`src/rtl/uart_tx_fifo.sv`:
```
// Byte FIFO that feeds a UART sender through its start/data/busy handshake.
// Optional statistics counters are enabled with `define UART_TX_FIFO_STATS_EN.
module uart_tx_fifo #(
   parameter int unsigned DEPTH   = 16,
   parameter int unsigned ADDR_W  = 4,
   parameter int unsigned BUSY_TO = 8
) (
   input  logic              clk,
   input  logic              rst_n,
   input  logic              wr_en,
   input  logic [7:0]        wr_data,
   output logic              full,
   output logic              empty,
   output logic [ADDR_W:0]   level,
   output logic              overflow,
`ifdef UART_TX_FIFO_STATS_EN
   output logic [15:0]       sent_cnt,
   output logic [15:0]       drop_cnt,
`endif
   input  logic              tx_busy,
   output logic              tx_start,
   output logic [7:0]        tx_data
);

   localparam int unsigned PTR_W = ADDR_W + 1;
   localparam int unsigned TO_W  = $clog2(BUSY_TO + 1);

   typedef enum logic [1:0] {
      ST_IDLE,
      ST_LAUNCH,
      ST_WAIT_BUSY,
      ST_WAIT_DONE
   } state_t;

   state_t            state;
   logic [PTR_W-1:0]  wr_ptr;
   logic [PTR_W-1:0]  rd_ptr;
   logic [TO_W-1:0]   to_cnt;
   logic [7:0]        mem [DEPTH];
   logic              pop_c;
   logic              wr_acc_c;
   logic              wr_drop_c;

   // Occupancy flags come straight from the pointer registers.
   assign empty = (wr_ptr == rd_ptr);
   assign full  = (wr_ptr[ADDR_W] != rd_ptr[ADDR_W]) &&
                  (wr_ptr[ADDR_W-1:0] == rd_ptr[ADDR_W-1:0]);
   assign level = wr_ptr - rd_ptr;

   // The pop happens on the edge that enters LAUNCH, so a full FIFO can take a write then.
   assign pop_c     = (state == ST_IDLE) && !empty && !tx_busy;
   assign wr_acc_c  = wr_en && (!full || pop_c);
   assign wr_drop_c = wr_en && full && !pop_c;

   always_ff @(posedge clk) begin
      if (wr_acc_c) mem[wr_ptr[ADDR_W-1:0]] <= wr_data;
   end

   always_ff @(posedge clk or negedge rst_n) begin
      if (!rst_n) begin
         wr_ptr   <= '0;
         rd_ptr   <= '0;
         overflow <= 1'b0;
      end else begin
         if (wr_acc_c)  wr_ptr   <= wr_ptr + PTR_W'(1);
         if (pop_c)     rd_ptr   <= rd_ptr + PTR_W'(1);
         if (wr_drop_c) overflow <= 1'b1;
      end
   end

   // Launch sequencer; tx_start and tx_data are registered alongside the state.
   always_ff @(posedge clk or negedge rst_n) begin
      if (!rst_n) begin
         state    <= ST_IDLE;
         tx_start <= 1'b0;
         tx_data  <= 8'h00;
         to_cnt   <= '0;
      end else begin
         tx_start <= 1'b0;
         case (state)
            ST_IDLE: begin
               if (pop_c) begin
                  state    <= ST_LAUNCH;
                  tx_start <= 1'b1;
                  tx_data  <= mem[rd_ptr[ADDR_W-1:0]];
               end
            end
            ST_LAUNCH: begin
               state  <= ST_WAIT_BUSY;
               to_cnt <= '0;
            end
            ST_WAIT_BUSY: begin
               if (tx_busy)
                  state <= ST_WAIT_DONE;
               else if (to_cnt == TO_W'(BUSY_TO - 1))
                  state <= ST_IDLE;
               else
                  to_cnt <= to_cnt + TO_W'(1);
            end
            ST_WAIT_DONE: begin
               if (!tx_busy) state <= ST_IDLE;
            end
            default: state <= ST_IDLE;
         endcase
      end
   end

`ifdef UART_TX_FIFO_STATS_EN
   // Launch counter wraps; drop counter saturates.
   always_ff @(posedge clk or negedge rst_n) begin
      if (!rst_n) begin
         sent_cnt <= 16'h0000;
         drop_cnt <= 16'h0000;
      end else begin
         if (pop_c) sent_cnt <= sent_cnt + 16'h0001;
         if (wr_drop_c && (drop_cnt != 16'hFFFF)) drop_cnt <= drop_cnt + 16'h0001;
      end
   end
`endif

endmodule
```
`config.mk`:
```
export PLATFORM = sky130hd
export DESIGN_NAME = uart_tx_fifo
export DESIGN_NICKNAME = d
export VERILOG_FILES = /design/src/rtl/uart_tx_fifo.sv
export SDC_FILE = /design/constraint.sdc
export NUM_CORES = 1
export LEC_CHECK = 0
export CAP_MARGIN = 20
export CORE_ASPECT_RATIO = 1.1
export CORE_MARGIN = 8
export CORE_UTILIZATION = 30
export DETAILED_ROUTE_END_ITERATION = 7
export GPL_TIMING_DRIVEN = 0
export HOLD_SLACK_MARGIN = 0.02
export PLACE_DENSITY_LB_ADDON = 0.15
export SKIP_CTS_REPAIR_TIMING = 1
export SLEW_MARGIN = 20
export SYNTH_ARGS = -nofsm -noshare
export SYNTH_HDL_FRONTEND = slang
export SYNTH_SLANG_ARGS = --single-unit
```
`constraint.sdc`:
```
create_clock -name clk -period 2.4 [get_ports clk]
set_input_delay 0.72 -clock clk [delete_from_list [all_inputs] [get_ports clk]]
set_output_delay 0.72 -clock clk [all_outputs]
set_load 0.01 [all_outputs]
```
---- Word level (Yosys, flattened, before mapping) ----
Memories as Yosys holds them, arrays and structs flattened. A register that Yosys moved wholly into a read port is not among the register bits.
Index checks and enable logic that the tools add are counted.
word-level totals
  bits in registers ....................... 18
  bits in writable memories ............... 128
  input bits .............................. 12
  output and inout port bits .............. 17
  word-level logic and storage cells ...... 52
  memories kept ........................... 1
memories
  name  words  width  rd ports  clocked after Yosys merged registers in  wr ports  RTL line  source
  mem   16     8      1         1                                        1         39        logic [7:0] mem [DEPTH];
cells by class
  add/subtract/negate cells ............... 4
  equality and inequality tests ........... 12
  multiplexer cells ....................... 12
  reduce and logical (&&, ||, !) cells .... 17
operators by type and width
  operator                                                               number
  5-bit by 1-bit adder with 5-bit output, second input constant          2
  2-bit 2-to-1 mux                                                       4
  4-bit 2-to-1 mux                                                       2
  2-bit inequality test, second input constant                           4
  2-bit one-hot mux with 4 select lines                                  1
  4-bit one-hot mux with 2 select lines                                  1
  1-bit logical AND                                                      6
  3-bit AND reduction                                                    2
  5-bit equality test                                                    1
  1-bit zero test                                                        5
  5-bit subtractor                                                       1
  4-bit by 1-bit adder with 4-bit output, second input constant          1
  2-bit equality test, second input constant                             2
  4-bit by 3-bit equality test with 1-bit output, second input constant  1
  4-bit equality test                                                    1
  1-bit 2-to-1 mux                                                       4
  3-bit inequality test, second input constant                           1
  2-bit by 1-bit equality test with 1-bit output, second input constant  1
  2-bit zero test                                                        1
  2-bit AND reduction                                                    1
  2-bit nonzero test                                                     1
  1-bit logical OR                                                       1
  1-bit inequality test                                                  1

---- Logic depth before layout (Yosys ltp) ----
Gate-level depths: netlist (run 1).
  depth after elaboration ................. 8
  depth in mapped cells ................... 9
  gate-level depth less buffers ........... 7

---- Least setup slack after synthesis (run 1) ----
OpenSTA, ideal clock, no wires.
  path kind ............................... reg2reg
  from .................................... register rd_ptr[1]
  to ...................................... memory mem[12][0] (enable)
  setup time .............................. 0.277 ns
  data arrival time ....................... 2.305 ns
  required time ........................... 2.123 ns
  slack ................................... -0.182 ns
  stages on the path, launching flop included .. 9
  buffers on the path ..................... 2
  clock period less this slack ............ 2.582 ns
  cells stage by stage .................... dfrtp_1 > buf_2 > buf_2 > clkinv_1 > ha_1 > nand4_1 > o31a_1 > and3_1 > and2_1
on the way
  cells in the longest elaborated chain, start to end .. 8
  elaborated cells on any way between the ends .. 11
  those cells by class .................... eq/ne: 2; mux: 2; reduce/logical: 7
ends and longest elaborated chain
  element                                   RTL line  source
  from (decl)                               37        logic [PTR_W-1:0] rd_ptr;
  from (signal assigned)                    66        if (pop_c) rd_ptr <= rd_ptr + PTR_W'(1);
  5-bit equality test                       45        assign empty = (wr_ptr == rd_ptr);
  1-bit zero test                           51        assign pop_c = (state == ST_IDLE) && !empty && !tx_busy;
  1-bit logical AND (2 in series)           51
  1-bit logical OR *                        52        assign wr_acc_c = wr_en && (!full || pop_c);
  1-bit logical AND *                       52
  1-bit 2-to-1 mux *                        56        if (wr_acc_c) mem[wr_ptr[ADDR_W-1:0]] <= wr_data;
  1-bit 2-to-1 mux (implied by the code) *  56
  to (decl)                                 39
Mark *: on every way between the ends. The rest lies on a longest branch, timed or not.

---- Final worst setup path (run 1) ----
  from .................................... register wr_ptr[0]
  to ...................................... output level[4]
on the way
  cells in the longest elaborated chain, start to end .. 1
ends and longest elaborated chain
  element                 RTL line  source
  from (decl)             36        logic [PTR_W-1:0] wr_ptr;
  from (signal assigned)  65        if (wr_acc_c) wr_ptr <= wr_ptr + PTR_W'(1);
  5-bit subtractor        48        assign level = wr_ptr - rd_ptr;
  to (decl)               14        output logic [ADDR_W:0] level,
Every way passes these cells.

==> impl_results.md, run 1 <==
* Cell taking the most area after synthesis: edfxtp_1
* Pwr Density at 1278 nW/um2
* Distinct cells, synth at 31
* CTS buffer count at 17
* Crit-path most repeated cell: inv_2
* Cells along the critical path: inv_2 -> ha_4 -> fa_2 -> inv_2 -> a21o_1 -> a21oi_2 -> xnor2_1 -> buf_2
* Fin nets at 448
* HP Class: primary input to asynchronous set/reset pin
* Peak Freq at 0.3778 GHz
* Pin count of the biggest net entering global routing at 27
* Clk_lat worst skew at approximately 0.42 ns
* Yosys reg bits at around 150
* Slowest library cell on the worst path: dfrtp_1
* Ranking of synthesized cells by area: edfxtp_1 (61%), mux4_2 (11%), dfrtp_1 (10%)
* Residual DRC at 0
* Post-synth ARST share at between 15 and 20%
* H-tree depth at 4
* Worst Path Arrival at between 1.5 and 2 ns
* Mapped Area at roughly 6300 um2
* DR WL/cell at 20.73 um
* Clock slew at reported path FFs at ~0.060 ns
* Failing checks: negative setup slack
* # fillers at approximately 1900
* Internal power at 6.710 mW
* Clk sinks at roughly 150
* Mapped Cells at 355
* Setup WS post-layout at -0.2467 ns
* Total gr overflow at 0
* Post-synth EDFFs at ~130
* Number of port buffers at 28
* Number of global-route vias before repair at 3462
* Chip Height at 167.6 um
* Status: finished with violations
* Via Count at roughly 3200
* Detailed-router iteration count before antenna repair at 4
* Syn nets at between 300 and 400
* GPL Wtd Cong at slightly above 0.7
* Area share of the largest cell type after synthesis at between 60 and 70%
* Clk root buf: clkbuf_16
* Initial Utilization at a little under a third
* Num rows at 55
* Post-DP HPWL at 9542 um
* Post-synth top flop: edfxtp_1
* Final setup TNS at -14.42 ns
* Avg Cell Area, Syn at about 18 um2
* Core ar. at 20580 um2
* VDD IR max at 441.0 uV
* Top-count cell post-synth: edfxtp_1
* Net Sw Power at roughly 3.2 mW
* Bufs on Longest Clock Path at 2
* Initial antenna violation count at 0
* First-pass GRT wire length at 21820 um
* Max-cap violations at 0
* Reg-to-reg setup timing slack at -0.18 ns
* Fin. Hold Viols at 0
* Final period utilization at 110.3%
* GRT Total Usage at a little under an eighth
* DRT iter0 DRCs at 164
* I/O Pins at 29
* Relative slew slack at 53.62%
* Share of layout cells above drive strength 1 at 30.37%
* TritonCTS clock tree: built
* Final core utilization at between 30% and 40%
* Min cycle time layout at between 2 and 3 ns
* Via density at ~4.7
* Clock Skew at between 0.008 and 0.009 ns
* Combinational fraction of design power at between 30% and 40%
* Die width at around 150 um
* ANT nets after route at 0
* Yosys warnings at 0
* Die ar. at about 26000 um2
* Clock share of power at 26.4%
* Top cells by count, synth: edfxtp_1 (128), nand2_1 (40), mux4_2 (32)
* Sequential power share at between 30% and 40%
* Layout area overhead at 23.69%
* Leak Pwr at 2.719 nW
* N_diodes at 0
* Req. time, crit path at roughly 1.7 ns
* CP Launch Type: register
* Maximum fanout along the worst path at 4
* Setup CP Type: register to primary output
* Crit end category: primary output
* RSZ-0062 raised after global routing: yes
* Max-slew violations at 0
* Switching share of total power at about a third
* Total power at around 9.9 mW
* Final WL at roughly 14000 um
* Worst-Margin Slew at between 0.6 and 0.7 ns
* CP max stage delay at approximately 0.4 ns
* Final setup fails at 102
* Sequential-to-total area share from yosys stat at a little under three quarters
## path summary, 6_finish.rpt
kind	startpoint	to	depth (start not counted)
max in group asynchronous	rst_n	wr_ptr[1]$_DFFE_PN0P_	1
min reg2reg	overflow$_DFFE_PN0P_	overflow$_DFFE_PN0P_	1
max reg2reg	rd_ptr[3]$_DFFE_PN0P_	mem[3][6]$_DFFE_PP_	9
min in group clk	overflow$_DFFE_PN0P_	overflow$_DFFE_PN0P_	1
max	wr_ptr[0]$_DFFE_PN0P_	level[4]	8
min	rst_n	state[0]$_DFFE_PN0P_	1
## worst max-delay path, delay by kind of cell, from the launching register on
family,cells,cell delay [ns]
AOI/OAI and AO/OA,2,0.18
xor gates and xnor gates,1,0.13
buffers and inverters,3,0.30
DFF,1,0.39
adders and majority gates,2,0.52
## power by group through the flow
stage | clock, mW | combinational [mW] | sequential (mW)
floorplan | 0 | 2.10 | 3.58
global placement | 0 | 3.37 | 3.60
detailed placement | 0 | 3.38 | 3.61
CTS | 2.68 | 3.39 | 3.56
global route | 2.79 | 4.06 | 3.64
finish | 2.62 | 3.71 | 3.59
## cell families (layout without fill, tap and decap cells)
group           Yosys count  after routing  share of synthesized area, %
simple gates             87             87                         6.666
fa+ha+maj                11             11                         2.315
mux                      32             32                         11.50
xor+xnor                 14             14                         1.956
flops                   154            154                         71.70
compound gates           33             33                         3.593
buf+inv                  24            107                         2.275
## final cells by class
| cell class | count | area [um2] | area share (%) |
|---|---|---|---|
| sequential | 154 | 4498 | 58.01 |
| multi-input combinational | 177 | 1722 | 22.20 |
| timing repair buffer | 52 | 434.2 | 5.599 |
| clock buffer | 18 | 429.2 | 5.535 |
| tap | 256 | 320.3 | 4.131 |
| clock inverter | 14 | 143.9 | 1.856 |
| buffer | 11 | 132.6 | 1.711 |
| inverter | 12 | 73.82 | 0.9521 |
## state kept, by name, summed over array words and instances, names as in the netlist
signal / count
wr_ptr: 5
mem: 128
tx_data: 8
tx_start: 1
rd_ptr: 5
to_cnt: 4
state: 2
overflow: 1
## routing by layer
metal  part of all wire (%)  GRT usage (%)  vias up
met5                      0              0        -
met4                    1.3          4.094        0
met3                    3.0          2.884       12
met2                     50          19.35       47
met1                     46          14.83     1673
li1                       -              -     1515
## placed cells by master, fill, tap and decap left out, types with 3 or more instances in the layout
master / synthesis / routed
nor2_1: 5 / 3
and2_1: 16 / 7
dfrtp_1: 26 / 23
a21o_1: 3 / 3
buf_12: 1 / 3
inv_1: 9 / 5
nor3b_1: 3 / 3
buf_6: 2 / 3
edfxtp_1: 128 / 128
a22o_1: 8 / 8
inv_6: 0 / 4
a31oi_1: 8 / 8
dfrtp_2: 0 / 3
and2_2: 0 / 6
ha_1: 10 / 6
buf_2: 8 / 10
nand3_1: 11 / 11
inv_2: 0 / 4
nand4_1: 5 / 5
nand2_1: 40 / 40
mux4_2: 32 / 32
clkinv_1: 3 / 3
buf_4: 0 / 24
o21ai_0: 7 / 7
ha_4: 0 / 4
clkdlybuf4s50_1: 0 / 20
and2_4: 0 / 3
clkbuf_16: 0 / 17
xnor2_1: 12 / 12
## per-stage QoR
stage               hold slack, ns  std cells  instance area [um2]  worst slack [ns]
floorplan                   0.4244        355                 6284          0.005319
global placement            0.4429        639                 6884           -0.8794
detailed placement          0.4461        639                 6879           -0.8819
CTS                         0.3296        671                 7452            -1.264
global route                0.3550        694                 7754           -0.3269
finish                      0.3208        694                 7754           -0.2467
Note: power is estimated with default switching activity, not from simulation.
==> run 2, diff against run 1 <==
- CORE_UTILIZATION: 30 -> 54
==> run 2 against run 1 <==
Net effect: the run still ends with negative setup slack left; non-clock buffer count fell by 2; die area fell by 41%; combinational power fell by 4%; clock power fell by 10%; critical endpoint is now level[3].
==> impl_results.md, run 2 (synthesized netlist as in run 1, its figures left out) <==
* Status: finished with violations
* Failing checks: negative setup slack
* RR Startpoint: rd_ptr[1]$_DFFE_PN0P_
* CP Launch Type: register
* Share of layout cells above drive strength 1 at 28.97% (-1.4 points)
* Peak Freq at 0.3760 GHz (-0.49%)
* I/O Pins at 29 (unchanged)
* Min cycle time layout at 2.660 ns (+0.01295 ns)
* Clock share of power at 24.7% (-1.7 points)
* Number of port buffers at 28 (unchanged)
* First-pass GRT wire length at 19510 um (-11%)
* HP Class: primary input to asynchronous set/reset pin
* Cell area after layout at 7512 um2 (-3.1%)
* Cells along the critical path: buf_12 -> inv_8 -> ha_1 -> a21o_1 -> a21oi_2 -> xnor2_1 -> buf_2
* Buffer and inverter count on the worst path at 3 (unchanged)
* Number of global-route vias before repair at 3360 (-2.9%)
* H-tree depth at 4 (unchanged)
* Die ar. at 15320 um2 (-41%)
* Cell family with most CP delay: flip-flops
* Via Count at 3283 (+1.1%)
* Max-cap violations at 0 (unchanged)
* Crit end category: primary output
* Min Hold Slack at 0.3096 ns (-0.01120 ns)
* GPL Wtd Cong at 0.8192 (+13%)
* Reg-to-reg setup timing slack at -0.09 ns (+0.09 ns)
* Pin count of the biggest net entering global routing at 27 (unchanged)
* Req. time, crit path at 1.68 ns (about the same)
* Net Sw Power at 3.011 mW (-6.0%)
* R2r endpoint: mem[4][7]$_DFFE_PP_
* Chip Height at 129 um (-23%)
* Die width at 118.7 um (-23%)
* Layout area overhead at 19.84%
* Worst reg2reg path depth at 8 (-1)
* Leak Pwr at 2.679 nW (-1.5%)
* CP max stage delay at 0.44 ns (+0.05 ns)
* Initial antenna violation count at 0 (unchanged)
* Worst slack, placed at -0.7390 ns (+0.1429 ns)
* Maximum fanout along the worst path at 10 (+6)
* DRT iter0 DRCs at 256 (+56%)
* Setup CP Type: register to primary output
* Setup WS post-layout at -0.2596 ns (-0.01295 ns)
* Final setup fails at 109 (+6.9%)
* Clock Skew at 0.01130 ns (+0.002849 ns)
* Initial Utilization at 55.04% (+25 points)
* VDD IR max at 706.0 uV (+60%)
* Cell Area, Placed at 6746 um2 (-1.9%)
* TritonCTS clock tree: built
* Max reg flops at 128 (unchanged)
* Final period utilization at 110.8% (+0.54 points)
* Via density at 5.612 (+20%)
* Clk sinks at 154 (unchanged)
* Slowest library cell on the worst path: dfrtp_2
* Total gr overflow at 0 (unchanged)
* Final core utilization at 65.96% (+28 points)
* Relative slew slack at 55.26% (+1.6 points)
* Commonest non-fill, non-tap cell in the layout: edfxtp_1
* Most frequent cells in the layout: edfxtp_1 (128), nand2_1 (40), mux4_2 (32), buf_4 (23), dfrtp_1 (23)
* Clk root buf: clkbuf_16
* Switching share of total power at 31.68% (-0.62 points)
* Post-DP HPWL at 8191 um (-14%)
* Num rows at 41 (-25%)
* Combinational fraction of design power at 37.6% (+0.2 points)
* Clk_lat worst skew at 0.41 ns (about the same)
* GRT Total Usage at 17.44% (+5.7 points)
* Worst Path Arrival at 1.94 ns (about the same)
* Core ar. at 11390 um2 (-45%)
* RSZ-0062 raised after global routing: yes
* Sequential power share at 37.6% (+1.4 points)
* Fin nets at 446 (-0.45%)
* Clock slew at reported path FFs at 0.06 ns (about the same)
* Detailed-router iteration count before antenna repair at 4 (unchanged)
* Residual DRC at 0 (unchanged)
* Max-slew violations at 0 (unchanged)
* ANT nets after route at 0 (unchanged)
* Final WL at 12700 um (-12%)
* Pwr Density at 1265 nW/um2 (-1.0%)
* N_diodes at 0 (unchanged)
* CTS buffer count at 17 (unchanged)
* Worst-Margin Slew at 0.6690 ns (-0.02449 ns)
* Dpl cells at 533 (-17%)
* Bufs on Longest Clock Path at 2 (unchanged)
* Internal power at 6.493 mW (-3.2%)
* Fin cells at 585 (-16%)
* Fin. Hold Viols at 0 (unchanged)
* DR WL/cell at 21.71 um (+4.7%)
## run 2: cell types whose count changed in the layout (fill, tap and decap cells not counted), moves of 2 or more
| cell | delta |
|---|---|
| and2_1 | -3 |
| and2_2 | +3 |
| clkinv_1 | +2 |
| clkinv_2 | +2 |
| clkinv_8 | -2 |
| inv_1 | +2 |
| inv_2 | -2 |
| inv_6 | -4 |
| nor2_1 | +2 |
| nor2_2 | -2 |
## run 2: area by class of cell
type	instances	area [um2]
well taps	150	187.7
flip-flops and latches	154	4498
multi-input cells	177	1713
fillers	821	3876
repair buffers	51	420.4
inverters	12	58.81
clock buffers	19	432.9
plain buffers	10	117.6
clock inverters	12	83.83
## run 2: metrics by stage
stage / power [mW] / setup TNS, ns
final: 9.504 / -5.954
after global routing: 9.983 / -11.31
after CTS: 9.235 / -90.33
after detailed placement: 6.875 / -95.79
after global placement: 6.812 / -91.40
after floorplan: 5.678 / 0
## run 2: how the worst max path moves through the flow
stage                            to             startpoint  slack, ns  cells past startpoint
5_1_grt                    level[3]  rd_ptr[1]$_DFFE_PN0P_      -0.33                      7
3_5_place_dp   mem[12][3]$_DFFE_PP_                tx_busy      -0.74                      5
6_report                   level[3]  rd_ptr[1]$_DFFE_PN0P_      -0.26                      7
2_1_floorplan  mem[12][0]$_DFFE_PP_  rd_ptr[3]$_DFFE_PN0P_      0.005                      8
3_3_place_gp    mem[5][3]$_DFFE_PP_                tx_busy      -0.73                      5
4_1_cts                       empty  rd_ptr[3]$_DFFE_PN0P_      -1.17                      7
## run 2: power by group through the flow
stage               combinational, mW  sequential, mW  clock [mW]
detailed placement               3.27            3.60           0
finish                           3.58            3.58        2.35
global route                     3.86            3.63        2.49
global placement                 3.23            3.58           0
floorplan                        2.10            3.58           0
CTS                              3.29            3.55        2.39
## run 2: per-layer routing
| layer | wire (um) | GRT usage (%) | part of all wire (%) | up-vias |
|---|---|---|---|---|
| met1 | 5746 | 23.44 | 45 | 1674 |
| li1 | - | - | - | 1510 |
| met3 | 575 | 4.161 | 4.5 | 18 |
| met5 | 0 | 0 | 0 | - |
| met4 | 207 | 6.701 | 1.6 | 0 |
| met2 | 6169 | 27.21 | 49 | 81 |
